===== src/rtl/mode_sequencer.sv =====
// Debounced mode cycler with tick divider, per-mode activity
// counter and step-motor phase sequencer.
module mode_sequencer #(
  parameter int NUM_MODES    = 3,
  parameter int MODE_W       = 2,
  parameter int DEBOUNCE_CYC = 20,
  parameter int TICK_DIV     = 10,
  parameter int MOTOR_MODE   = 2,
  parameter int HALF_STEP    = 0
) (
  input  logic                 clk,
  input  logic                 rst,
  input  logic                 mode_btn,
  input  logic                 dir,
  output logic [MODE_W-1:0]    mode,
  output logic [NUM_MODES-1:0] mode_onehot,
  output logic                 mode_chg,
  output logic                 tick,
  output logic [7:0]           act_cnt,
  output logic [3:0]           step_motor
);

  localparam int DBW  = $clog2(DEBOUNCE_CYC + 1);
  localparam int DIVW = $clog2(TICK_DIV);

  localparam logic [DBW-1:0]    DB_LAST   = DBW'(DEBOUNCE_CYC - 1);
  localparam logic [DIVW-1:0]   DIV_LAST  = DIVW'(TICK_DIV - 1);
  localparam logic [MODE_W-1:0] MODE_LAST = MODE_W'(NUM_MODES - 1);
  localparam logic [MODE_W-1:0] MOT_MODE  = MODE_W'(MOTOR_MODE);
  localparam logic [2:0]        PH_MASK   = (HALF_STEP != 0) ? 3'b111 : 3'b011;

  logic [1:0]        sync_q;
  logic              db_q;
  logic [DBW-1:0]    dbcnt_q;
  logic [DIVW-1:0]   div_q;
  logic              tick_q;
  logic [MODE_W-1:0] mode_q;
  logic              chg_q;
  logic [7:0]        act_q;
  logic [2:0]        phase_q;

  logic              sync_lvl;
  logic              db_flip;
  logic              adv;
  logic              tick_d;
  logic              in_motor;
  logic [MODE_W-1:0] mode_d;
  logic [2:0]        phase_d;
  logic [3:0]        pat;

  always_comb begin
    sync_lvl = sync_q[1];
    db_flip  = (sync_lvl != db_q) && (dbcnt_q == DB_LAST);
    // only an accepted rising level advances the mode
    adv      = db_flip && sync_lvl;
    tick_d   = (div_q == DIV_LAST);
    in_motor = (mode_q == MOT_MODE);
    mode_d   = (mode_q == MODE_LAST) ? '0 : mode_q + 1'b1;
    phase_d  = dir ? (phase_q + 3'd1) : (phase_q - 3'd1);
    phase_d  = phase_d & PH_MASK;
  end

  always_comb begin
    pat = 4'b0000;
    if (HALF_STEP != 0) begin
      case (phase_q)
        3'd0:    pat = 4'b1000;
        3'd1:    pat = 4'b1100;
        3'd2:    pat = 4'b0100;
        3'd3:    pat = 4'b0110;
        3'd4:    pat = 4'b0010;
        3'd5:    pat = 4'b0011;
        3'd6:    pat = 4'b0001;
        default: pat = 4'b1001;
      endcase
    end else begin
      case (phase_q[1:0])
        2'd0:    pat = 4'b1100;
        2'd1:    pat = 4'b0110;
        2'd2:    pat = 4'b0011;
        default: pat = 4'b1001;
      endcase
    end
  end

  always_comb begin
    mode_onehot = '0;
    for (int i = 0; i < NUM_MODES; i++) begin
      mode_onehot[i] = (mode_q == MODE_W'(i));
    end
  end

  always_ff @(posedge clk or negedge rst) begin
    if (!rst) begin
      sync_q  <= '0;
      db_q    <= 1'b0;
      dbcnt_q <= '0;
      div_q   <= '0;
      tick_q  <= 1'b0;
      mode_q  <= '0;
      chg_q   <= 1'b0;
      act_q   <= '0;
      phase_q <= '0;
    end else begin
      sync_q <= {sync_q[0], mode_btn};
      if (sync_lvl == db_q) begin
        dbcnt_q <= '0;
      end else if (db_flip) begin
        db_q    <= sync_lvl;
        dbcnt_q <= '0;
      end else begin
        dbcnt_q <= dbcnt_q + 1'b1;
      end
      div_q  <= tick_d ? '0 : div_q + 1'b1;
      tick_q <= tick_d;
      chg_q  <= adv;
      if (adv) mode_q <= mode_d;
      // a mode change on a tick edge still clears the counters
      if (adv) begin
        act_q <= '0;
      end else if (tick_d) begin
        act_q <= act_q + 8'd1;
      end
      if (adv) begin
        phase_q <= '0;
      end else if (tick_d && in_motor) begin
        phase_q <= phase_d;
      end
    end
  end

  assign mode       = mode_q;
  assign mode_chg   = chg_q;
  assign tick       = tick_q;
  assign act_cnt    = act_q;
  assign step_motor = in_motor ? pat : 4'b0000;

endmodule


===== config.mk =====
export PLATFORM = sky130hd
export DESIGN_NAME = mode_sequencer
export DESIGN_NICKNAME = d
export VERILOG_FILES = /design/src/rtl/mode_sequencer.sv
export SDC_FILE = /design/constraint.sdc
export NUM_CORES = 1
export LEC_CHECK = 0
export ABC_AREA = 1
export CAP_MARGIN = 20
export CORE_MARGIN = 2
export CORE_UTILIZATION = 45
export CTS_BUF_LIST = sky130_fd_sc_hd__clkbuf_8
export DETAILED_ROUTE_END_ITERATION = 10
export GPL_TIMING_DRIVEN = 0
export PLACE_DENSITY = 0.7
export RECOVER_POWER = 100
export SKIP_CTS_REPAIR_TIMING = 1
export SYNTH_ARGS = -nofsm -noshare
export SYNTH_HDL_FRONTEND = slang
export SYNTH_SLANG_ARGS = --single-unit

===== constraint.sdc =====
create_clock -name clk -period 1.6 [get_ports clk]
set_input_delay 0.16 -clock clk [delete_from_list [all_inputs] [get_ports clk]]
set_output_delay 0.16 -clock clk [all_outputs]
set_load 0.02 [all_outputs]

==> metrics.txt <==
# TYPE chip_impl_metric gauge
chip_impl_info{name="outcome",value="finished clean"} 1
chip_impl_metric{name="p_comb_frac",unit=""} 0.036
chip_impl_metric{name="synth_cell_types",unit=""} 21
chip_impl_metric{name="power.net_switching",unit="mW"} 0.213
chip_impl_metric{name="max_clock_freq",unit="MHz"} 658
chip_impl_metric{name="hold_ws",unit="ns"} 0.246
chip_impl_metric{name="gr-usage-all-layers",unit=""} 0.161
chip_impl_info{name="highest-signal-layer",value="met4"} 1
chip_impl_metric{name="power.share.sequential",unit=""} 0.631
chip_impl_metric{name="met2_wirelength_from_detailed_routing",unit="um"} 1190
chip_impl_metric{name="vias",unit=""} 1027
chip_impl_metric{name="area_growth",unit="%"} 21.6
chip_impl_metric{name="first_global_vias",unit=""} 999
chip_impl_metric{name="cell_count_after_synthesis",unit=""} 151
chip_impl_metric{name="fin_worst_skew",unit="ns"} 0.00420
chip_impl_metric{name="layout_min_cycle_time",unit="ns"} 1.52
chip_impl_info{name="crit_path_end_kind",value="output port"} 1
chip_impl_metric{name="core_region_area",unit="um2"} 2760
chip_impl_metric{name="antenna_cells_inserted",unit=""} 0
chip_impl_metric{name="share_of_the_clock_period_used_by_the_worst_path_after_layout",unit=""} 0.949
chip_impl_metric{name="drt_drc_violations_left",unit=""} 0
chip_impl_metric{name="maximum_buffer_depth_of_the_clock_tree",unit=""} 2
chip_impl_metric{name="met3_wl_post_dr",unit="um"} 122
chip_impl_metric{name="grt_overflow_total",unit=""} 0
chip_impl_metric{name="maxCapViolations",unit=""} 0
chip_impl_metric{name="synth.net_count",unit=""} 161
chip_impl_metric{name="largest_net_degree_at_the_start_of_global_routing",unit=""} 19
chip_impl_info{name="clock-root-buffer",value="sky130_fd_sc_hd__clkbuf_8"} 1
chip_impl_metric{name="report.power.total",unit="mW"} 1.06
chip_impl_metric{name="swShare",unit=""} 0.201
chip_impl_metric{name="synthXorXnorAreaFrac",unit=""} 0.0404
chip_impl_metric{name="timing.critical_path.fanout_max",unit=""} 4
chip_impl_metric{name="viasPerCell",unit=""} 4.91
chip_impl_metric{name="io_buffer_count",unit=""} 22
chip_impl_metric{name="drt_first_pass_iters",unit=""} 4
chip_impl_metric{name="cts_buffers",unit=""} 3
chip_impl_metric{name="synth-simple-area-share",unit=""} 0.262
chip_impl_metric{name="setup-violations-final",unit=""} 0
chip_impl_info{name="synth_top_family_by_area",value="simple AND/OR/NAND/NOR gates"} 1
chip_impl_metric{name="synth.yosys.warnings",unit=""} 0
chip_impl_metric{name="gpl.final_weighted_congestion",unit=""} 0.716
chip_impl_info{name="worst_hold_path_type",value="input port to asynchronous set/reset pin"} 1
chip_impl_metric{name="yosys.area_share.adder",unit=""} 0.0577
chip_impl_metric{name="synth_area",unit="um2"} 1300
chip_impl_info{name="final_cell_mix",value="sky130_fd_sc_hd__nand2_1, sky130_fd_sc_hd__dfrtp_1, sky130_fd_sc_hd__nor2_1"} 1
chip_impl_info{name="cts_tree",value="built"} 1
chip_impl_metric{name="worst_ep_required_time",unit="ns"} 1.44
chip_impl_metric{name="layout-drive-gt1-share",unit=""} 0.107
chip_impl_metric{name="synth.mux.area_fraction",unit=""} 0
chip_impl_metric{name="routedLengthMet1",unit="um"} 1090
chip_impl_metric{name="wirelength",unit="um"} 2430
chip_impl_metric{name="fp-row-count",unit=""} 19
chip_impl_metric{name="path_clk_slew",unit="ns"} 0.08
chip_impl_metric{name="timing_worst_slew_pin_value",unit="ns"} 0.789
chip_impl_metric{name="synthesis.area_per_instance",unit="um2"} 8.62
chip_impl_info{name="setup.worst_path.class",value="flip-flop to output port"} 1
chip_impl_metric{name="timing.critical_path.arrival",unit="ns"} 1.36
chip_impl_metric{name="tritoncts_num_sinks",unit=""} 26
chip_impl_metric{name="die-area",unit="um2"} 3340
chip_impl_metric{name="power.static_leakage",unit="nW"} 0.853
chip_impl_metric{name="p_int",unit="mW"} 0.849
chip_impl_metric{name="p_per_area",unit="nW/um2"} 671
chip_impl_metric{name="final_core_util",unit=""} 0.574
chip_impl_metric{name="max-vdd-ir-drop",unit="V"} 0.000638
chip_impl_metric{name="dieWidth",unit="um"} 57.8
chip_impl_info{name="rsz0062_at_grt",value="no"} 1
chip_impl_metric{name="dp_hpwl",unit="um"} 1850
chip_impl_metric{name="postRouteAntennaNets",unit=""} 0
chip_impl_metric{name="dr.first_iter.drc_count",unit=""} 35
chip_impl_metric{name="die_height",unit="um"} 57.8
chip_impl_metric{name="maxSlewViolCount",unit=""} 0
chip_impl_metric{name="ioPinCount",unit=""} 23
chip_impl_metric{name="final-hold-violation-count",unit=""} 0
chip_impl_metric{name="insertion_delay",unit="ns"} 0.26
chip_impl_metric{name="ctsHtreeMaxLevel",unit=""} 1
chip_impl_metric{name="slew_headroom",unit=""} 0.473
chip_impl_metric{name="share_clk_of_total_power",unit=""} 0.333
chip_impl_info{name="final_common_cell",value="sky130_fd_sc_hd__nand2_1"} 1
chip_impl_metric{name="yosys_register_bits",unit=""} 26
chip_impl_metric{name="drt-wirelength-per-cell",unit="um"} 11.6
chip_impl_metric{name="grt_first_pass_wirelength",unit="um"} 4170
chip_impl_metric{name="antenna_found_initial",unit=""} 0
chip_impl_metric{name="start_util",unit=""} 0.472
chip_impl_metric{name="synth-seq-area-share",unit=""} 0.500
chip_impl_metric{name="synth_compound_gate_area_share",unit=""} 0.0596
chip_impl_info{name="cp-start-kind",value="flip-flop"} 1
chip_impl_metric{name="finish.net_count",unit=""} 190
flip-flops by register name (all words and copies together), names as in the netlist:
| signal | cells |
|---|---|
| mode_chg | 1 |
| act_cnt | 8 |
| div_q | 4 |
| phase_q | 2 |
| db_q | 1 |
| sync_q | 2 |
| dbcnt_q | 5 |
| tick | 1 |
| mode | 2 |
metrics by stage:
stage          cells  area (um2)  setup WS, ns  TNS (ns)
4_1_cts          208        1630        -0.462     -1.87
5_1_grt          209        1580       0.00615         0
6_report         209        1580        0.0813         0
3_3_place_gp     204        1560       -0.0882    -0.165
2_1_floorplan    151        1300         0.329         0
3_5_place_dp     205        1590        -0.158    -0.364
synthesized netlist by cell type, drive strengths merged:
cell / count / area [um2]
a21oi: 3 / 26.3
buf: 3 / 30.0
dfrtp: 26 / 651
ha: 6 / 75.1
inv: 20 / 75.1
nand2: 35 / 136
nand3: 11 / 60.1
nand4: 5 / 31.3
nor2: 26 / 108
nor3: 1 / 5.00
o21a: 1 / 7.51
o21ai: 8 / 43.8
xnor2: 2 / 17.5
xor2: 4 / 35.0
path summary, 6_finish.rpt:
kind	startpoint	endpoint	slack (ns)	cells past startpoint
setup / recovery	phase_q[0]	step_motor[0]	0.08	5
hold / removal	rst	mode_chg	0.25	1
setup reg to reg	div_q[2]	phase_q[1]	0.25	6
hold reg to reg	sync_q[0]	sync_q[1]	0.35	0
max in group asynchronous	rst	act_cnt[0]	0.29	2
min in group clk	sync_q[0]	sync_q[1]	0.35	0
cell families (layout without fill, tap and decap cells):
logic type,count (synthesis),after routing
compound gates,12,12
simple gates,78,78
buf+inv,23,50
flops,26,26
fa+ha+maj,6,6
xor+xnor,6,6
final cells by class:
cell class / count / area (um2)
clock buffer: 3 / 41.3
multi-input combinational: 102 / 546
tap: 31 / 38.8
inverter: 20 / 75.1
fill: 251 / 1170
buffer: 3 / 23.8
sequential: 26 / 651
timing repair buffer: 24 / 208
layer usage:
metal	global-route usage	vias to the layer above
met2	0.292	25
li1	-	524
met1	0.197	473
met5	0	-
met3	0.0201	5
met4	0.0498	0
power groups by stage:
stage	combinational (mW)	clock [mW]	sequential (mW)
2_1_floorplan	0.0155	0	0.683
3_3_place_gp	0.0373	0	0.684
3_5_place_dp	0.0466	0	0.684
4_1_cts	0.0467	0.370	0.671
5_1_grt	0.0448	0.392	0.672
6_report	0.0382	0.354	0.671
worst max-delay path, cell delays in order (launching register included):
cell                             delay (ns)
sky130_fd_sc_hd__dfrtp_1               0.42
sky130_fd_sc_hd__clkbuf_4              0.15
sky130_fd_sc_hd__ha_1                  0.18
sky130_fd_sc_hd__nor2_1                0.10
sky130_fd_sc_hd__nor2_1                0.05
sky130_fd_sc_hd__dlymetal6s2s_1        0.20
No activity file was read; power rests on OpenSTA's default activity.
